<file path="src/rtl/mdu_ctrl.sv">
// mdu_ctrl: multicycle multiply/divide controller for the execute stage.
//
// Accepts one MULT/MULTU/DIV/DIVU operation, stalls the pipeline (busy_o)
// while it runs, then presents a single-cycle pair of HI/LO writes.
//
// Ports
//   clk_i       clock
//   reset_i     synchronous, active-high reset
//   start_i     issue request, sampled only in IDLE or DONE
//   op_i[1:0]   operation: 0=MULT, 1=MULTU, 2=DIV, 3=DIVU
//   a_i[31:0]   rs operand (dividend / multiplicand)
//   b_i[31:0]   rt operand (divisor / multiplier)
//   flush_i     abort current operation; suppresses a DONE write in the same cycle
//   busy_o      stall request, high in MUL and DIV
//   done_o      one-cycle completion pulse
//   hi_write_o  HI write request {valid, data[31:0]}
//   lo_write_o  LO write request {valid, data[31:0]}
module mdu_ctrl #(
  parameter int MULT_CYCLES = 4  // busy cycles for MULT/MULTU, 1..32
) (
  input  logic        clk_i,
  input  logic        reset_i,
  input  logic        start_i,
  input  logic [1:0]  op_i,
  input  logic [31:0] a_i,
  input  logic [31:0] b_i,
  input  logic        flush_i,
  output logic        busy_o,
  output logic        done_o,
  output logic [32:0] hi_write_o,
  output logic [32:0] lo_write_o
);

  localparam logic [1:0] OP_MULT  = 2'd0;
  localparam logic [1:0] OP_MULTU = 2'd1;
  localparam logic [1:0] OP_DIV   = 2'd2;
  localparam logic [1:0] OP_DIVU  = 2'd3;

  localparam logic [4:0] MUL_LOAD = 5'(MULT_CYCLES - 1);

  typedef enum logic [1:0] {
    S_IDLE,
    S_MUL,
    S_DIV,
    S_DONE
  } state_t;

  state_t      state_q;
  logic [1:0]  op_q;
  logic [31:0] a_q;
  logic [31:0] b_q;
  logic [4:0]  cnt_q;
  logic [31:0] hi_q;
  logic [31:0] lo_q;
  logic [32:0] rem_q;   // partial remainder
  logic [31:0] quo_q;   // dividend magnitude shifting out, quotient bits shifting in
  logic [31:0] dvs_q;   // divisor magnitude

  // Operand magnitudes for signed divide, taken at accept time
  logic [31:0] a_mag;
  logic [31:0] b_mag;
  assign a_mag = (op_i == OP_DIV && a_i[31]) ? -a_i : a_i;
  assign b_mag = (op_i == OP_DIV && b_i[31]) ? -b_i : b_i;

  // 64-bit product from latched operands; sign extension makes one
  // truncated 64x64 multiplier serve both signed and unsigned forms.
  logic        mul_signed;
  logic [63:0] mul_a;
  logic [63:0] mul_b;
  logic [63:0] product;
  assign mul_signed = (op_q == OP_MULT);
  assign mul_a      = {{32{mul_signed & a_q[31]}}, a_q};
  assign mul_b      = {{32{mul_signed & b_q[31]}}, b_q};
  assign product    = mul_a * mul_b;

  // One restoring-division step: shift in the next dividend bit, try to
  // subtract the divisor, keep the difference only if it did not borrow.
  logic [32:0] rem_shift;
  logic [33:0] rem_diff;
  logic        rem_ge;
  logic [32:0] rem_d;
  logic [31:0] quo_d;
  assign rem_shift = {rem_q[31:0], quo_q[31]};
  assign rem_diff  = {rem_q[32], rem_shift} - {2'b00, dvs_q};
  assign rem_ge    = ~rem_diff[33];
  assign rem_d     = rem_ge ? rem_diff[32:0] : rem_shift;
  assign quo_d     = {quo_q[30:0], rem_ge};

  // Sign fix-up applied to the final step's results; the 0x80000000 / -1
  // case wraps naturally through the negation.
  logic        neg_quo;
  logic        neg_rem;
  logic [31:0] lo_fix;
  logic [31:0] hi_fix;
  assign neg_quo = (op_q == OP_DIV) && (a_q[31] ^ b_q[31]);
  assign neg_rem = (op_q == OP_DIV) && a_q[31];
  assign lo_fix  = neg_quo ? -quo_d : quo_d;
  assign hi_fix  = neg_rem ? -rem_d[31:0] : rem_d[31:0];

  always_ff @(posedge clk_i) begin
    if (reset_i) begin
      state_q <= S_IDLE;
      op_q    <= 2'd0;
      a_q     <= 32'd0;
      b_q     <= 32'd0;
      cnt_q   <= 5'd0;
      hi_q    <= 32'd0;
      lo_q    <= 32'd0;
      rem_q   <= 33'd0;
      quo_q   <= 32'd0;
      dvs_q   <= 32'd0;
    end else if (flush_i) begin
      // Flush wins over any start presented in the same cycle
      state_q <= S_IDLE;
    end else begin
      case (state_q)
        S_IDLE, S_DONE: begin
          if (start_i) begin
            op_q <= op_i;
            a_q  <= a_i;
            b_q  <= b_i;
            if (!op_i[1]) begin
              cnt_q   <= MUL_LOAD;
              state_q <= S_MUL;
            end else if (b_i == 32'd0) begin
              // Divide by zero completes immediately with a fixed result
              hi_q    <= a_i;
              lo_q    <= 32'hFFFF_FFFF;
              state_q <= S_DONE;
            end else begin
              cnt_q   <= 5'd31;
              rem_q   <= 33'd0;
              quo_q   <= a_mag;
              dvs_q   <= b_mag;
              state_q <= S_DIV;
            end
          end else begin
            state_q <= S_IDLE;
          end
        end

        S_MUL: begin
          if (cnt_q == 5'd0) begin
            hi_q    <= product[63:32];
            lo_q    <= product[31:0];
            state_q <= S_DONE;
          end else begin
            cnt_q <= cnt_q - 5'd1;
          end
        end

        S_DIV: begin
          rem_q <= rem_d;
          quo_q <= quo_d;
          if (cnt_q == 5'd0) begin
            hi_q    <= hi_fix;
            lo_q    <= lo_fix;
            state_q <= S_DONE;
          end else begin
            cnt_q <= cnt_q - 5'd1;
          end
        end

        default: state_q <= S_IDLE;
      endcase
    end
  end

  // Outputs decode registered state; flush only gates the DONE write.
  logic wr_valid;
  assign wr_valid   = (state_q == S_DONE) && !flush_i;
  assign busy_o     = (state_q == S_MUL) || (state_q == S_DIV);
  assign done_o     = wr_valid;
  assign hi_write_o = wr_valid ? {1'b1, hi_q} : 33'd0;
  assign lo_write_o = wr_valid ? {1'b1, lo_q} : 33'd0;

endmodule

</file>
<file path="config.mk">
export PLATFORM = sky130hd
export DESIGN_NAME = mdu_ctrl
export DESIGN_NICKNAME = d
export VERILOG_FILES = /design/src/rtl/mdu_ctrl.sv
export SDC_FILE = /design/constraint.sdc
export NUM_CORES = 2
export LEC_CHECK = 0
export CAP_MARGIN = 40
export CORE_MARGIN = 2
export CORE_UTILIZATION = 70
export DETAILED_ROUTE_END_ITERATION = 8
export PLACE_DENSITY = 0.89
export SLEW_MARGIN = 40
export SYNTH_ARGS = -nofsm -noshare
export SYNTH_HDL_FRONTEND = slang
export SYNTH_SLANG_ARGS = --single-unit
</file>
<file path="constraint.sdc">
create_clock -name clk_i -period 16.6 [get_ports clk_i]
set_input_delay 3.32 -clock clk_i [delete_from_list [all_inputs] [get_ports clk_i]]
set_output_delay 3.32 -clock clk_i [all_outputs]
set_load 0.03 [all_outputs]
</file>
==> flow_summary.json <==
{
  "antenna_found_initial": 11,
  "p_total_mw": 2.26,
  "synth_nets": 7826,
  "numCtsBuffers": 25,
  "finalNetCount": 7659,
  "htree_levels": 1,
  "die_x_um": 280,
  "syn_to_final_growth_pct": 4.93,
  "wire_per_inst_um": 21.7,
  "place.detailed.hpwl_mm": 121,
  "worstRegToRegCells": 31,
  "holdCritStartpoint": "b_q[16]",
  "final_util_pct": 73.9,
  "cp_top_family": "adder cells",
  "clockBufferDepth": 3,
  "hold_buffers": 0,
  "maxCapViolations": 0,
  "syn_area_per_cell_um2": 8.35,
  "num_rows": 101,
  "max_slew_margin_pct": 43.4,
  "rr_startpoint": "op_q[1]",
  "drt-total-wl_mm": 156,
  "critPathCaptureType": "flop",
  "hold_class": "reg -> reg",
  "synthFlopType": "dfxtp_1",
  "hold_viol": 0,
  "power.density_mw_per_mm2": 40.5,
  "post_cts_buffers": 0,
  "final_max_slew_viol_count": 0,
  "hold_path_end": "b_q[16]",
  "tns_ns": 0,
  "power_leakage_nw": 25.3,
  "yosysWarnings": 0,
  "dp_cells": 7157,
  "synth_area_mm2": 0.0532,
  "cp-start-kind": "flop",
  "die_area_mm2": 0.0783,
  "ctsRootBufferMaster": "clkbuf_16",
  "start_util_pct": 70.4,
  "crit_top_cell": "fa_1",
  "ir_drop_uv": 89.5,
  "setup_viol": 0,
  "synth_top_area_share_pct": 42.4,
  "critPathBufInv": 8,
  "path_clk_slew_ns": 0.07,
  "drc": 0,
  "layout_worst_path_cycle_share_pct": 57.7,
  "cp_slowest_cell": "fa_1",
  "regToRegSetupSlack_ns": 7.02,
  "status": "finished, final reports clean",
  "die_y_um": 280,
  "clk_latency_ns": 0.58,
  "grt.total_usage_pct": 40.9,
  "grt_overflow": 0,
  "final.setup_skew_ns": 0.0261,
  "cts.sinks": 234,
  "fillerInstances": 5206,
  "final_common_cell": "inv_1",
  "synth_largest_area_cell": "fa_1",
  "num_vias": 44700,
  "synth-seq-cells": 234,
  "netlist_instances": 6376,
  "fin_crit_ns": 9.58,
  "critPathKind": "reg -> reg",
  "ant_nets": 0,
  "postSynth.asyncResetShare_pct": 0,
  "drive_gt1_share_pct": 3.26,
  "rsz0062_at_grt": "false",
  "gp_congestion": 1.00,
  "crit_arrival_ns": 10.06,
  "worstMarginPinSlew_ns": 0.843,
  "ys_seq_area_share_pct": 8.80,
  "post_cts_resized": 0,
  "cp_slowest_stage_delay_ns": 0.81,
  "crit_required_ns": 17.08,
  "port_buffers": 137,
  "via_per_inst": 6.19,
  "final_cell_mix": "inv_1 (1,272), nand2_1 (1,170), fa_1 (1,125)",
  "drtIter0Drc": 4842,
  "core-area_mm2": 0.0756,
  "cp_max_fo": 21,
  "pin_count": 138,
  "synthDistinctLibCells": 85,
  "grt_pass1_wl_mm": 249,
  "synthTopCellsByArea": "fa_1 (42%), inv_1 (9.0%), dfxtp_1 (8.8%)",
  "grt_max_degree": 88,
  "synth_edf_count": 0,
  "dr.pass1.iters": 8,
  "min_path_cells": 2,
  "max_freq_mhz": 104,
  "finalNonFillerCells": 7211,
  "r2r-end": "hi_q[26]",
  "grt_pass1_vias": 47400,
  "tritoncts": "yes"
}
-- report_power, final --
group | leakage, nW | total (mW) | switching (mW) | internal [mW]
Sequential | 1.91 | 0.628 | 0.0423 | 0.586
Clock | 0.416 | 0.599 | 0.263 | 0.336
Combinational | 22.9 | 1.03 | 0.681 | 0.353
Total | 25.3 | 2.26 | 0.986 | 1.28
-- cells by family after synthesis --
group                    after synthesis  synth area share (%)
AND/OR/NAND/NOR                     2076                  17.5
flip-flops                           234                  8.80
adder cells (fa/ha/maj)             1380                  48.3
AO/OA/AOI/OAI                        758                  9.30
buffers and inverters               1683                  12.0
XOR/XNOR                             213                  3.50
multiplexers                          32                 0.618
-- cell type report --
class                      instances  area [um2]  share of cell area [%]
clock inverter                    11         133                   0.237
multi-input combinational       4459       42300                    75.7
clock buffer                      33         716                    1.28
timing repair buffer             215        1980                    3.54
sequential                       234        4730                    8.46
inverter                        1274        4780                    8.56
tap                              978        1220                    2.19
antenna                            7        17.5                  0.0314
-- worst min-delay path, stage by stage, from the launching register on --
cell and delay (ns):
dfxtp_1 0.31, nand2_1 0.05, a21oi_1 0.05
-- cells in the mapped netlist (15+ instances only) --
| library cell | count |
|---|---|
| nor4_1 | 34 |
| or2_2 | 16 |
| o21a_1 | 18 |
| and3_1 | 29 |
| o211ai_1 | 19 |
| xnor2_1 | 129 |
| nor3_1 | 77 |
| a31oi_1 | 24 |
| xor2_1 | 84 |
| o21bai_1 | 16 |
| a221oi_1 | 45 |
| ha_1 | 254 |
| nor2_1 | 280 |
| inv_1 | 1272 |
| or3_1 | 16 |
| and2_1 | 333 |
| a21o_1 | 39 |
| mux2i_1 | 25 |
| o21ai_0 | 137 |
| nor2b_1 | 20 |
| dfxtp_1 | 234 |
| nand4_1 | 15 |
| fa_1 | 1126 |
| nand2_1 | 1171 |
| buf_2 | 16 |
| a21oi_1 | 262 |
| nand3_1 | 34 |
| a211oi_1 | 57 |
| clkbuf_1 | 378 |
| o31ai_1 | 27 |
-- metrics by stage --
| step | setup WS [ns] | hold WS, ns | area, um2 |
|---|---|---|---|
| 4_1_cts | 7.10 | 0.456 | 55800 |
| 2_1_floorplan | 8.30 | 0.417 | 53200 |
| 5_1_grt | 6.40 | 0.477 | 55800 |
| 6_report | 7.02 | 0.456 | 55900 |
| 3_5_place_dp | 7.12 | 0.448 | 54900 |
| 3_3_place_gp | 7.50 | 0.441 | 54900 |
-- sequential cells by signal (all words and copies together) (netlist names) --
signal and cells:
quo_q 32, b_q 32, dvs_q 32, a_q 32, hi_q 32, cnt_q 5
lo_q 32, state_q 2, rem_q 33, op_q 2
-- worst max path at each step --
stage | startpoint | to | slack (ns) | cells past startpoint
2_1_floorplan | a_q[31] | hi_q[30] | 8.30 | 30
3_3_place_gp | op_q[1] | hi_q[26] | 7.50 | 31
3_5_place_dp | op_q[1] | hi_q[26] | 7.12 | 31
4_1_cts | op_q[1] | hi_q[26] | 7.10 | 31
5_1_grt | op_q[1] | hi_q[26] | 6.40 | 31
6_report | op_q[1] | hi_q[26] | 7.02 | 31
-- metal layers --
layer  vias up  global-route usage (%)  part of all wire, %
met5         -                       0                0.048
met4        10                    28.7                  8.6
met3       863                    9.58                   11
met2      2888                    65.2                   47
met1     21900                    49.3                   34
li1      19000                       -                    -
No activity file was read; power rests on OpenSTA's default activity.
